File: config.mk
export PLATFORM = sky130hd
export DESIGN_NAME = uop_prog_sequencer
export DESIGN_NICKNAME = d
export VERILOG_FILES = /design/src/rtl/uop_prog_sequencer_pkg.sv /design/src/rtl/uop_prog_sequencer_rom.sv /design/src/rtl/uop_prog_sequencer.sv
export SDC_FILE = /design/constraint.sdc
export NUM_CORES = 1
export LEC_CHECK = 0
export BUFFER_PORTS_ARGS = -buffer_cell sky130_fd_sc_hd__buf_2
export CORE_MARGIN = 2
export CORE_UTILIZATION = 59
export CTS_BUF_LIST = sky130_fd_sc_hd__clkbuf_4
export CTS_CLUSTER_SIZE = 10
export DETAILED_ROUTE_END_ITERATION = 8
export PLACE_DENSITY = 0.88
export SYNTH_ARGS = -nofsm -noshare
export SYNTH_HDL_FRONTEND = slang
export SYNTH_HIERARCHICAL = 1
export SYNTH_SLANG_ARGS = --single-unit
File: constraint.sdc
create_clock -name clk -period 2.5 [get_ports clk]
set_clock_uncertainty 0.1 [all_clocks]
set_input_delay 0.5 -clock clk [delete_from_list [all_inputs] [get_ports clk]]
set_output_delay 0.5 -clock clk [all_outputs]
set_load 0.02 [all_outputs]
File: src/rtl/uop_prog_sequencer_pkg.sv
// Shared definitions for the curve point engine microprogram sequencer.
// Contents: field widths, opcode / register / exec-condition encodings,
// program ids, sequencer state type, and small helpers to build uop words
// and to evaluate an exec condition against the datapath cond bit.
// uop layout (20 bits): [19:16] opcode, [15:12] dst, [11:8] src_a,
//                       [7:4] src_b, [3:2] reserved, [1:0] exec.
package uop_prog_sequencer_pkg;

  localparam int UOP_W_DEF    = 20;
  localparam int OPCODE_W_DEF = 4;
  localparam int EXEC_W_DEF   = 2;
  localparam int PC_W_DEF     = 6;
  localparam int PROG_W_DEF   = 2;
  localparam int REG_W        = 4;

  localparam logic [3:0] OPCODE_NOP = 4'h0;
  localparam logic [3:0] OPCODE_MOV = 4'h1;
  localparam logic [3:0] OPCODE_ADD = 4'h2;
  localparam logic [3:0] OPCODE_SUB = 4'h3;
  localparam logic [3:0] OPCODE_MUL = 4'h4;
  localparam logic [3:0] OPCODE_SQR = 4'h5;
  localparam logic [3:0] OPCODE_RDY = 4'hF;

  localparam logic [3:0] UOP_DST_RX = 4'h1;
  localparam logic [3:0] UOP_DST_RY = 4'h2;
  localparam logic [3:0] UOP_DST_RZ = 4'h3;
  localparam logic [3:0] UOP_DST_T0 = 4'h4;
  localparam logic [3:0] UOP_DST_T1 = 4'h5;
  localparam logic [3:0] UOP_DST_T2 = 4'h6;

  localparam logic [3:0] UOP_SRC_ZERO = 4'h0;
  localparam logic [3:0] UOP_SRC_GX   = 4'h1;
  localparam logic [3:0] UOP_SRC_GY   = 4'h2;
  localparam logic [3:0] UOP_SRC_ONE  = 4'h3;
  localparam logic [3:0] UOP_SRC_T0   = 4'h4;
  localparam logic [3:0] UOP_SRC_T1   = 4'h5;

  localparam logic [1:0] UOP_EXEC_ALWAYS = 2'b00;
  localparam logic [1:0] UOP_EXEC_IF_CLR = 2'b01;
  localparam logic [1:0] UOP_EXEC_IF_SET = 2'b10;
  localparam logic [1:0] UOP_EXEC_RSVD   = 2'b11;

  localparam logic [1:0] PROG_INIT  = 2'd0;  // load base point into RX/RY/RZ
  localparam logic [1:0] PROG_COND  = 2'd1;  // conditional select sequence
  localparam logic [1:0] PROG_EMPTY = 2'd2;  // no work, immediate RDY
  localparam logic [1:0] PROG_LOOP  = 2'd3;  // 64 accumulate steps, no RDY

  typedef enum logic [2:0] {
    ST_IDLE   = 3'd0,
    ST_FETCH  = 3'd1,
    ST_WAIT   = 3'd2,
    ST_DECODE = 3'd3,
    ST_ISSUE  = 3'd4
  } seq_state_e;

  function automatic logic [UOP_W_DEF-1:0] mk_uop(
    input logic [3:0] op,
    input logic [3:0] dst,
    input logic [3:0] src_a,
    input logic [3:0] src_b,
    input logic [1:0] exec
  );
    return {op, dst, src_a, src_b, 2'b00, exec};
  endfunction

  // Reserved exec code never issues.
  function automatic logic exec_pass(input logic [1:0] exec, input logic cond);
    logic pass;
    case (exec)
      UOP_EXEC_ALWAYS: pass = 1'b1;
      UOP_EXEC_IF_CLR: pass = ~cond;
      UOP_EXEC_IF_SET: pass = cond;
      default:         pass = 1'b0;
    endcase
    return pass;
  endfunction

endpackage

File: src/rtl/uop_prog_sequencer_rom.sv
// Registered case-ROM holding every microprogram of the sequencer.
// Ports: clk (read clock), addr ({prog, pc}), data (word, valid one cycle
// after addr). Addresses not listed return an ALWAYS RDY word.
module uop_prog_sequencer_rom
  import uop_prog_sequencer_pkg::*;
#(
  parameter int UOP_W  = UOP_W_DEF,
  parameter int PC_W   = PC_W_DEF,
  parameter int PROG_W = PROG_W_DEF
) (
  input  logic                     clk,
  input  logic [PROG_W+PC_W-1:0]   addr,
  output logic [UOP_W-1:0]         data
);

  localparam logic [UOP_W-1:0] WORD_RDY =
    mk_uop(OPCODE_RDY, 4'h0, 4'h0, 4'h0, UOP_EXEC_ALWAYS);

  logic [PROG_W-1:0] prog_s;
  logic [PC_W-1:0]   pc_s;

  assign prog_s = addr[PC_W +: PROG_W];
  assign pc_s   = addr[PC_W-1:0];

  // Synchronous ROM read: one word per cycle at {prog, pc}.
  always_ff @(posedge clk) begin
    case (prog_s)
      PROG_INIT: begin
        case (pc_s)
          PC_W'(0): data <= mk_uop(OPCODE_MOV, UOP_DST_RX, UOP_SRC_GX,  UOP_SRC_ZERO, UOP_EXEC_ALWAYS);
          PC_W'(1): data <= mk_uop(OPCODE_MOV, UOP_DST_RY, UOP_SRC_GY,  UOP_SRC_ZERO, UOP_EXEC_ALWAYS);
          PC_W'(2): data <= mk_uop(OPCODE_MOV, UOP_DST_RZ, UOP_SRC_ONE, UOP_SRC_ZERO, UOP_EXEC_ALWAYS);
          default:  data <= WORD_RDY;
        endcase
      end
      PROG_COND: begin
        case (pc_s)
          PC_W'(0): data <= mk_uop(OPCODE_MOV, UOP_DST_T0, UOP_SRC_GX, UOP_SRC_ZERO, UOP_EXEC_IF_CLR);
          PC_W'(1): data <= mk_uop(OPCODE_MOV, UOP_DST_T1, UOP_SRC_GY, UOP_SRC_ZERO, UOP_EXEC_IF_SET);
          PC_W'(2): data <= mk_uop(OPCODE_ADD, UOP_DST_T2, UOP_SRC_T0, UOP_SRC_T1,   UOP_EXEC_ALWAYS);
          default:  data <= WORD_RDY;
        endcase
      end
      // Every word of the loop program is the same accumulate step; the
      // program deliberately has no RDY so it runs off the end of the PC.
      PROG_LOOP: data <= mk_uop(OPCODE_ADD, UOP_DST_T0, UOP_SRC_T0, UOP_SRC_ONE, UOP_EXEC_ALWAYS);
      default:   data <= WORD_RDY;
    endcase
  end

endmodule

File: src/rtl/uop_prog_sequencer.sv
// Microprogram sequencer for the curve point engine.
// Fetches the selected program from uop_prog_sequencer_rom, filters each word
// by its exec condition against cond, and issues passing words to the
// datapath with a valid/ack handshake until an RDY opcode (done) or PC
// overflow (err).
// Ports: clk, rst (async, active-high), start/prog_sel (run request),
// cond (datapath condition), ready (idle), done/err (one-cycle pulses),
// uop_valid/uop_data/uop_ack (issue handshake).
module uop_prog_sequencer
  import uop_prog_sequencer_pkg::*;
#(
  parameter int UOP_W    = UOP_W_DEF,
  parameter int OPCODE_W = OPCODE_W_DEF,
  parameter int EXEC_W   = EXEC_W_DEF,
  parameter int PC_W     = PC_W_DEF,
  parameter int PROG_W   = PROG_W_DEF
) (
  input  logic              clk,
  input  logic              rst,
  input  logic              start,
  input  logic [PROG_W-1:0] prog_sel,
  input  logic              cond,
  output logic              ready,
  output logic              done,
  output logic              err,
  output logic              uop_valid,
  output logic [UOP_W-1:0]  uop_data,
  input  logic              uop_ack
);

  seq_state_e           state_r;
  logic [PC_W-1:0]      pc_r;
  logic [PROG_W-1:0]    prog_r;
  logic [UOP_W-1:0]     rom_data_s;
  logic [OPCODE_W-1:0]  opcode_s;
  logic [EXEC_W-1:0]    exec_s;
  logic                 issue_s;
  logic                 pc_last_s;

  uop_prog_sequencer_rom #(
    .UOP_W  (UOP_W),
    .PC_W   (PC_W),
    .PROG_W (PROG_W)
  ) u_rom (
    .clk  (clk),
    .addr ({prog_r, pc_r}),
    .data (rom_data_s)
  );

  assign opcode_s  = rom_data_s[UOP_W-1 -: OPCODE_W];
  assign exec_s    = rom_data_s[EXEC_W-1:0];
  assign issue_s   = exec_pass(exec_s, cond);
  assign pc_last_s = &pc_r;

  // Sequencer FSM with pc counter and registered handshake outputs.
  always_ff @(posedge clk or posedge rst) begin
    if (rst) begin
      state_r   <= ST_IDLE;
      pc_r      <= {PC_W{1'b0}};
      prog_r    <= {PROG_W{1'b0}};
      ready     <= 1'b1;
      done      <= 1'b0;
      err       <= 1'b0;
      uop_valid <= 1'b0;
      uop_data  <= {UOP_W{1'b0}};
    end else begin
      done <= 1'b0;
      err  <= 1'b0;
      case (state_r)
        ST_IDLE: begin
          if (start) begin
            prog_r  <= prog_sel;
            pc_r    <= {PC_W{1'b0}};
            ready   <= 1'b0;
            state_r <= ST_FETCH;
          end
        end
        ST_FETCH: state_r <= ST_WAIT;
        ST_WAIT:  state_r <= ST_DECODE;
        ST_DECODE: begin
          if (opcode_s == OPCODE_RDY) begin
            done    <= 1'b1;
            ready   <= 1'b1;
            state_r <= ST_IDLE;
          end else if (issue_s) begin
            uop_data  <= rom_data_s;
            uop_valid <= 1'b1;
            state_r   <= ST_ISSUE;
          end else if (pc_last_s) begin
            // Skipping the final word: the program ran off the end.
            err     <= 1'b1;
            ready   <= 1'b1;
            state_r <= ST_IDLE;
          end else begin
            pc_r    <= pc_r + 1'b1;
            state_r <= ST_FETCH;
          end
        end
        ST_ISSUE: begin
          if (uop_ack) begin
            uop_valid <= 1'b0;
            if (pc_last_s) begin
              err     <= 1'b1;
              ready   <= 1'b1;
              state_r <= ST_IDLE;
            end else begin
              pc_r    <= pc_r + 1'b1;
              state_r <= ST_FETCH;
            end
          end
        end
        default: begin
          state_r   <= ST_IDLE;
          ready     <= 1'b1;
          uop_valid <= 1'b0;
        end
      endcase
    end
  end

endmodule

==> impl_metrics.tcl, run 1 <==
set metrics [dict create \
    mappedNetlistArea_um2 2160 \
    outcome "finished, final reports clean" \
    placed_area_um2 2290 \
    maxSlewHeadroom 0.632 \
    tightest_slew_ps 542 \
    cp.arrival_ps 2320 \
    io_pins 31 \
    grt_usage 0.184 \
    cts_sinks 48 \
    dp_slack_ps 350 \
    gr-usage-met3 0.0417 \
    report.final.slew_viol_count 0 \
    cap_violations 0 \
    syn2layout_area_growth_pct 10.5 \
    drive_gt1_frac 0.285 \
    hold_path.class "input pin to asynchronous set/reset pin" \
    avgSynthCellArea_um2 12.0 \
    period_minus_slack_ps 2170 \
    first_pass_iters 4 \
    ant_nets 0 \
    async_flop_share 0.729 \
    tns_ps 0 \
    grt_start_max_net_pins 36 \
    vias 1434 \
    worstSetupEndpointType "flop" \
    synthFlopType "dfrtp_1" \
    hold_buffers 0 \
    synth_top_area_frac 0.393 \
    start_kind "flop" \
    ys_top_cells_by_area "dfrtp_1, dfxtp_1, mux2_1" \
    synth_seq_cells 48 \
    post_cts_buffers 0 \
    fin_crit_sh 0.867 \
    crit_type "flop to flop" \
    synth_edf_count 0 \
    clock-root-buffer "clkbuf_4" \
    core_area_um2 3610 \
    tritoncts "yes" \
    hold_ws_ps 104 \
    yosys.area.top_type "dfrtp_1" \
    grt_first_pass_wirelength_um 5860 \
    numCtsBuffers 5 \
    dieArea_um2 4170 \
    clkSlewWorstSetupHoldPaths_ps 130 \
    routed_wl_um 3510 \
    io_buffers 30 \
    vias_per_cell 5.62 \
    n_fill_cell 267 \
    setup_ws_ps 333 \
    synthDistinctLibCells 56 \
    cts_buffer_depth 2 \
    h-tree-depth 2 \
    crit_required_ps 2650 \
    routedWlPerCell_um 13.7 \
    dieWidth_um 64.6 \
    seq_area_frac_synth 0.525 \
    crit_fanout 13 \
    synth.most_common_cell "dfrtp_1" \
    p_leak_uw 0.00109 \
    layout.nets 215 \
    cts_resized 0 \
    row_count 22 \
    stdcell_area_um2 2390 \
    clk_latency_ps 350 \
    yosysWarnings 6 \
    initial_utilization 0.600 \
    drtIter0Drc 80 \
    met2_usage 0.313 \
    antenna_cells 0 \
    rsz0062_at_grt "no" \
    routabilityCongestion 0.799 \
    grt_use_met1 0.232 \
    final_util 0.663 \
    report.final.hold_viol_count 0 \
    place_hpwl_um 2590 \
    setup_viol 0 \
    grt-busiest-layer "met2" \
    first_global_vias 1268 \
    p_per_area_nw_per_um2 1300 \
    synthCells 180 \
    fp.dieH_um 64.6 \
    ir_drop_v 0.000628 \
    drcViolationCount 0 \
    synth_common_cells "dfrtp_1, mux2_1, dfxtp_1" \
    fmax_mhz 461 \
    grt_overflow_total 0 \
    antenna_found_initial 0 \
]
metrics by stage:
step / cells / power (uW)
after floorplan: 184 / 2320
after global placement: 248 / 2560
after detailed placement: 248 / 2610
after CTS: 255 / 3140
after global routing: 255 / 3330
final: 255 / 3120
state kept, by name, summed over array words and instances (netlist names):
signal      cells
uop_data       20
u_rom/data     13
pc_r            6
state_r         3
prog_r          2
done            1
err             1
ready           1
uop_valid       1
cell families after synthesis:
group,count (synthesis),share of synthesized area
multiplexers,24,0.126
XOR/XNOR,1,0.00405
other,1,0.00173
flip-flops,48,0.525
AO/OA/AOI/OAI,35,0.142
AND/OR/NAND/NOR,49,0.135
buffers and inverters,21,0.0595
adder cells (fa/ha/maj),1,0.00578
report_power, final:
group	leakage [uW]	total [uW]	internal (uW)	switching, uW
combinational	0.000487	1260	564	698
sequential	0.000548	1320	1080	242
clock	0.0000513	535	306	229
total	0.00109	3120	1950	1170
per-layer routing:
metal  part of all wire  wire length, um
met4              0.017               59
met1               0.47             1640
met2               0.48             1680
met3              0.035              124
met5                  0                0
layout by cell type, fill, tap and decap left out, drive strengths merged, types with 4 or more instances in the layout:
cell / count
buf: 32
clkbuf: 5
inv: 5
nor2: 11
nand3: 6
o21ai: 4
dfxtp: 13
mux2: 20
nand2b: 4
a21oi: 4
mux2i: 4
dfrtp: 34
nand2: 5
conb: 5
final timing paths:
check                          startpoint            to  slack [ps]  depth (start not counted)
setup / recovery                  pc_r[1]       pc_r[4]         330                          5
hold / removal                        rst   uop_data[7]         100                          3
setup reg to reg                  pc_r[1]       pc_r[4]         330                          5
hold reg to reg            u_rom/data[12]  uop_data[12]         360                          1
max in group asynchronous             rst         ready        1860                          3
min in group clk              prog_sel[1]     prog_r[1]         270                          2
worst max-delay path, cell delays in order, from the launching register on:
cell      delay [ps]
dfrtp_1          530
ha_1             290
and3_1           230
a311oi_2         440
o211ai_1         160
mux2_4           310
area by class of cell:
class / instances / area [um2] / share of cell area
tap: 48 / 60.1 / 0.0251
multi-input combinational: 115 / 913 / 0.382
sequential: 48 / 1140 / 0.475
clock buffer: 5 / 37.5 / 0.0157
inverter: 5 / 18.8 / 0.00785
clock inverter: 2 / 60.1 / 0.0251
timing repair buffer: 32 / 165 / 0.0690
(Power assumes the default switching activity.)
==> run 2: changes to the inputs <==
--- a/config.mk
+++ b/config.mk
@@ -7,11 +7,11 @@
 export LEC_CHECK = 0
 export BUFFER_PORTS_ARGS = -buffer_cell sky130_fd_sc_hd__buf_2
 export CORE_MARGIN = 2
-export CORE_UTILIZATION = 59
+export CORE_UTILIZATION = 53
 export CTS_BUF_LIST = sky130_fd_sc_hd__clkbuf_4
 export CTS_CLUSTER_SIZE = 10
 export DETAILED_ROUTE_END_ITERATION = 8
-export PLACE_DENSITY = 0.88
+export PLACE_DENSITY = 0.84
 export SYNTH_ARGS = -nofsm -noshare
 export SYNTH_HDL_FRONTEND = slang
 export SYNTH_HIERARCHICAL = 1
==> constraint.sdc (replaced) <==
create_clock -name clk -period 1.8 [get_ports clk]
set_clock_uncertainty 0.1 [all_clocks]
set_input_delay 0.36 -clock clk [delete_from_list [all_inputs] [get_ports clk]]
set_output_delay 0.36 -clock clk [all_outputs]
set_load 0.02 [all_outputs]
==> run 2 against run 1 <==
Against the previous run: sequential share of layout area decreased by 2.5 points; non-clock buffer count increased by 16; total power increased by 42%; critical endpoint unchanged; flip-flop and latch count unchanged; highest routed layer unchanged; critical path depth increased by 1.
==> impl_metrics.tcl, run 2 (synthesis gave the netlist of run 1 again) <==
set metrics [dict create \
    crit-reg2reg-capture "pc_r[4]" \
    tns_ps 0 \
    p_int_uw 2670 \
    stdcell_area_um2 2530 \
    ir_drop_v 0.000598 \
    power.net_switching_uw 1740 \
    h-tree-depth 2 \
    outcome "finished, final reports clean" \
    grt_start_max_net_pins 36 \
    combPwrFrac 0.484 \
    final_cell_mix "dfrtp_1, buf_2, buf_4" \
    drcViolationCount 0 \
    first_global_vias 1464 \
    antenna_cells 0 \
    cp.arrival_ps 1950 \
    core_area_um2 3970 \
    tritoncts "yes" \
    worstSetupEndpointType "flop" \
    clock-root-buffer "clkbuf_4" \
    rsz0062_at_grt "yes" \
    vias_per_cell 5.57 \
    ff_latch_area_um2 1140 \
    layout.nets 231 \
    final_common_cell "dfrtp_1" \
    hp-start "prog_sel[1]" \
    crit_fanout 5 \
    io_pins 31 \
    crit_type "flop to flop" \
    routedWlPerCell_um 14.9 \
    power_uw 4410 \
    p_clk_frac 0.112 \
    ant_nets 0 \
    place_hpwl_um 2930 \
    largest_reg_flops 20 \
    drive_gt1_frac 0.353 \
    routed_wl_um 4090 \
    numCtsBuffers 5 \
    layout.cells.non_filler 274 \
    hold_path_end "prog_r[1]" \
    fmax_mhz 561 \
    drtIter0Drc 83 \
    row_count 23 \
    multiInputGateArea_um2 940 \
    min_delay_path_depth 2 \
    p_per_area_nw_per_um2 1750 \
    setup_viol 0 \
    dieWidth_um 67.9 \
    vias 1527 \
    switching_share 0.395 \
    cts_buffer_depth 2 \
    clk_latency_ps 370 \
    first_pass_iters 4 \
    fin_crit_sh 0.990 \
    p_leak_uw 0.00115 \
    start_kind "flop" \
    antenna_found_initial 0 \
    syn2layout_area_growth_pct 16.8 \
    largest-register "uop_data" \
    setup_ws_ps 18.7 \
    placed_cells 262 \
    routabilityCongestion 0.862 \
    period_minus_slack_ps 1780 \
    p_seq_frac 0.404 \
    grt_overflow_total 0 \
    dp_slack_ps -30.6 \
    grt_usage 0.197 \
    top_regs "uop_data: 20 flops, u_rom/data: 13 flops, pc_r: 6 flops" \
    initial_utilization 0.545 \
    r2r_cells 6 \
    crit_required_ps 1970 \
    fp.dieH_um 67.9 \
    grt_first_pass_wirelength_um 6660 \
    io_buffers 30 \
    hold_path.class "input pin to flop" \
    cap_violations 0 \
    cts_sinks 48 \
    clkSlewWorstSetupHoldPaths_ps 130 \
    dieArea_um2 4610 \
    startpoint "pc_r[0]" \
    placed_area_um2 2430 \
    report.final.hold_viol_count 0 \
    r2r_slack_ps 20 \
    rr_startpoint "pc_r[0]" \
    report.final.slew_viol_count 0 \
    n_fill_cell 301 \
]
[run 2: timing repair]
action / in CTS / in global routing
setup buffers: 1 / 2
hold buffers: 1 / 0
gates resized for setup: 2 / 3
endpoints found under the setup margin: 5 / 5
pin swaps: 4 / 6
hold endpoints to repair: 8 / 0
[run 2: worst max-delay path by stage]
| stage | end | slack (ps) | cells after the start |
|---|---|---|---|
| after floorplan | pc_r[4] | 30 | 5 |
| after global placement | pc_r[4] | 30 | 5 |
| after CTS | pc_r[5] | -0.3 | 6 |
| after global routing | pc_r[4] | -30 | 6 |
| final | pc_r[4] | 20 | 6 |
| after detailed placement | pc_r[4] | -30 | 5 |
[run 2: area by class of cell]
class | instances | share of cell area
sequential | 48 | 0.450
multi-input combinational | 115 | 0.372
timing repair buffer | 48 | 0.124
tap | 50 | 0.0248
clock buffer | 5 | 0.0149
inverter | 5 | 0.00743
clock inverter | 3 | 0.00693
[run 2: power by group through the flow]
| stage | logic (uW) | registers, uW | clock network, uW |
|---|---|---|---|
| 4_1_cts | 2110 | 1790 | 510 |
| 5_1_grt | 2330 | 1840 | 565 |
| 3_5_place_dp | 2070 | 1810 | 0 |
| 6_report | 2130 | 1780 | 494 |
| 2_1_floorplan | 1250 | 2000 | 0 |
| 3_3_place_gp | 2020 | 1790 | 0 |
[run 2: stage by stage]
stage / utilization / hold slack (ps)
after floorplan: - / 317
after global placement: 0.612 / 321
after detailed placement: 0.612 / 334
after CTS: 0.632 / 105
after global routing: 0.636 / 86.2
final: 0.636 / 109
[run 2: per-layer routing]
metal	global-route usage	vias up	wire [um]
met5	0	-	0
met4	0.0900	0	89
met3	0.0477	8	171
met2	0.339	35	2100
met1	0.231	751	1730
li1	-	733	-
[run 2: worst max-delay path: stages, from the launching register on]
cell	delay (ps)
dfrtp_1	390
ha_2	200
buf_4	120
nand3_1	90
o21a_2	260
o211ai_1	210
mux2_4	320
==> run 3: changes to the inputs <==
--- a/config.mk
+++ b/config.mk
@@ -7,11 +7,11 @@
 export LEC_CHECK = 0
 export BUFFER_PORTS_ARGS = -buffer_cell sky130_fd_sc_hd__buf_2
 export CORE_MARGIN = 2
-export CORE_UTILIZATION = 53
-export CTS_BUF_LIST = sky130_fd_sc_hd__clkbuf_4
+export CORE_UTILIZATION = 51
+export CTS_BUF_LIST = sky130_fd_sc_hd__clkbuf_8 sky130_fd_sc_hd__clkbuf_16
 export CTS_CLUSTER_SIZE = 10
 export DETAILED_ROUTE_END_ITERATION = 8
-export PLACE_DENSITY = 0.84
+export PLACE_DENSITY = 0.81
 export SYNTH_ARGS = -nofsm -noshare
 export SYNTH_HDL_FRONTEND = slang
 export SYNTH_HIERARCHICAL = 1
==> constraint.sdc (replaced) <==
create_clock -name clk -period 1.8 [get_ports clk]
set_clock_uncertainty 0.1 [all_clocks]
set_input_delay 0 -clock clk [delete_from_list [all_inputs] [get_ports clk]]
set_output_delay 0 -clock clk [all_outputs]
set_load 0.02 [all_outputs]
==> run 3 against run 2 <==
Against the previous run: core utilization up 1.2 points; largest power group unchanged; sequential share of layout area down 1.5 points; worst setup slack worse by 17 ps; combinational power up 2%; flip-flop and latch count unchanged; via count up 0.79%; total power up 7.2%.
==> impl_metrics.tcl, run 3 (synthesis gave the netlist of run 1 again) <==
set metrics [dict create \
    grt_first_pass_wirelength_um 7170 \
    p_int_uw 2940 \
    ir_drop_v 0.000706 \
    combPwrFrac 0.458 \
    grt_usage 0.186 \
    grt_overflow_total 0 \
    worstSetupEndpointType "flop" \
    place_hpwl_um 2920 \
    antenna_found_initial 0 \
    setup_viol 0 \
    drtIter0Drc 93 \
    syn2layout_area_growth_pct 20.6 \
    crit_required_ps 1910 \
    switching_share 0.379 \
    io_pins 31 \
    power.net_switching_uw 1790 \
    hold_path.class "input pin to flop" \
    final_cell_mix "dfrtp_1, buf_2, buf_4" \
    grt_start_max_net_pins 36 \
    antenna_cells 0 \
    crit_type "flop to flop" \
    first_global_vias 1583 \
    final_common_cell "dfrtp_1" \
    h-tree-depth 2 \
    layout.nets 234 \
    io_buffers 30 \
    report.final.hold_viol_count 0 \
    core_area_um2 4030 \
    dieArea_um2 4780 \
    p_per_area_nw_per_um2 1810 \
    vias 1539 \
    clk_latency_ps 310 \
    first_pass_iters 4 \
    drcViolationCount 0 \
    fin_crit_sh 0.999 \
    fp.dieH_um 69.2 \
    drive_gt1_frac 0.348 \
    largest_reg_flops 20 \
    p_leak_uw 0.00119 \
    start_kind "flop" \
    power_uw 4730 \
    multiInputGateArea_um2 947 \
    outcome "finished, final reports clean" \
    row_count 23 \
    period_minus_slack_ps 1800 \
    clkSlewWorstSetupHoldPaths_ps 90 \
    cts_sinks 48 \
    numCtsBuffers 5 \
    top_regs "uop_data: 20 flops, u_rom/data: 13 flops, pc_r: 6 flops" \
    cap_violations 0 \
    initial_utilization 0.537 \
    fmax_mhz 556 \
    routabilityCongestion 0.814 \
    p_clk_frac 0.167 \
    ant_nets 0 \
    routed_wl_um 4200 \
    largest-register "uop_data" \
    tritoncts "yes" \
    n_fill_cell 304 \
    routedWlPerCell_um 15.2 \
    hold_ws_ps 60.0 \
    dieWidth_um 69.2 \
    rsz0062_at_grt "yes" \
    crit_fanout 4 \
    vias_per_cell 5.56 \
    cts_buffer_depth 2 \
    cp.arrival_ps 1910 \
    report.final.slew_viol_count 0 \
    p_seq_frac 0.374 \
    ff_latch_area_um2 1140 \
    clock-root-buffer "clkbuf_8" \
]
==> run 3: cell count changes in the layout (fill, tap and decap cells not counted), sizes merged <==
cell	previous run	this run
bufinv	0	1
clkinvlp	0	1
clkinv	2	0
dlygate4sd3	1	4
==> run 3: power by group through the flow <==
stage,combinational (uW),sequential (uW),clock [uW]
2_1_floorplan,1250,2000,0
3_3_place_gp,2010,1770,0
3_5_place_dp,2070,1790,0
4_1_cts,2090,1770,806
5_1_grt,2350,1840,850
6_report,2170,1770,791
==> run 3: what timing repair did <==
item	4_1_cts	5_1_grt
endpoints found under the setup margin	3	5
pin swaps	2	6
resized for setup	0	4
setup buffers	0	3
hold endpoints to repair	39	0
cloned	0	0
hold buffers	4	0
==> run 3: worst max-delay path, cell delays in order (launching register included) <==
cell      delay (ps)
dfrtp_1          390
ha_2             190
and3_4           190
a311oi_4         320
buf_4            190
o211ai_1         100
a32o_1           220
==> run 3: final timing paths <==
check | start | end | slack (ps) | cells past startpoint
setup / recovery | pc_r[1] | pc_r[3] | 2 | 6
hold / removal | start | ready | 60 | 3
setup reg to reg | pc_r[1] | pc_r[3] | 2 | 6
hold reg to reg | u_rom/data[12] | uop_data[12] | 350 | 1
max in group asynchronous | rst | ready | 1030 | 4
min in group asynchronous | rst | uop_data[15] | 230 | 4
==> run 3: area by class of cell <==
cell class | count | share of cell area
flip-flops and latches | 48 | 0.436
multi-input cells | 115 | 0.363
repair buffers | 51 | 0.126
clock buffers | 5 | 0.0264
well taps | 50 | 0.0240
clock inverters | 3 | 0.0177
inverters | 5 | 0.00719
==> run 3: per-stage QoR <==
stage / util / cells / setup slack, ps / setup TNS, ps / instance area, um2
global route: 0.648 / 277 / -101 / -404 / 2610
CTS: 0.638 / 274 / 30.0 / 0 / 2570
floorplan: - / 184 / 26.2 / 0 / 2200
detailed placement: 0.600 / 262 / -31.9 / -31.9 / 2420
global placement: 0.600 / 262 / 34.1 / 0 / 2420
finish: 0.648 / 277 / 2.10 / 0 / 2610
==> run 3: per-layer routing <==
layer / up-vias / GRT usage / wire length (um) / share of wire
li1: 741 / - / - / -
met1: 759 / 0.226 / 1870 / 0.45
met2: 31 / 0.312 / 2090 / 0.50
met3: 8 / 0.0439 / 142 / 0.034
met4: 0 / 0.0828 / 91 / 0.022
met5: - / 0 / 0 / 0
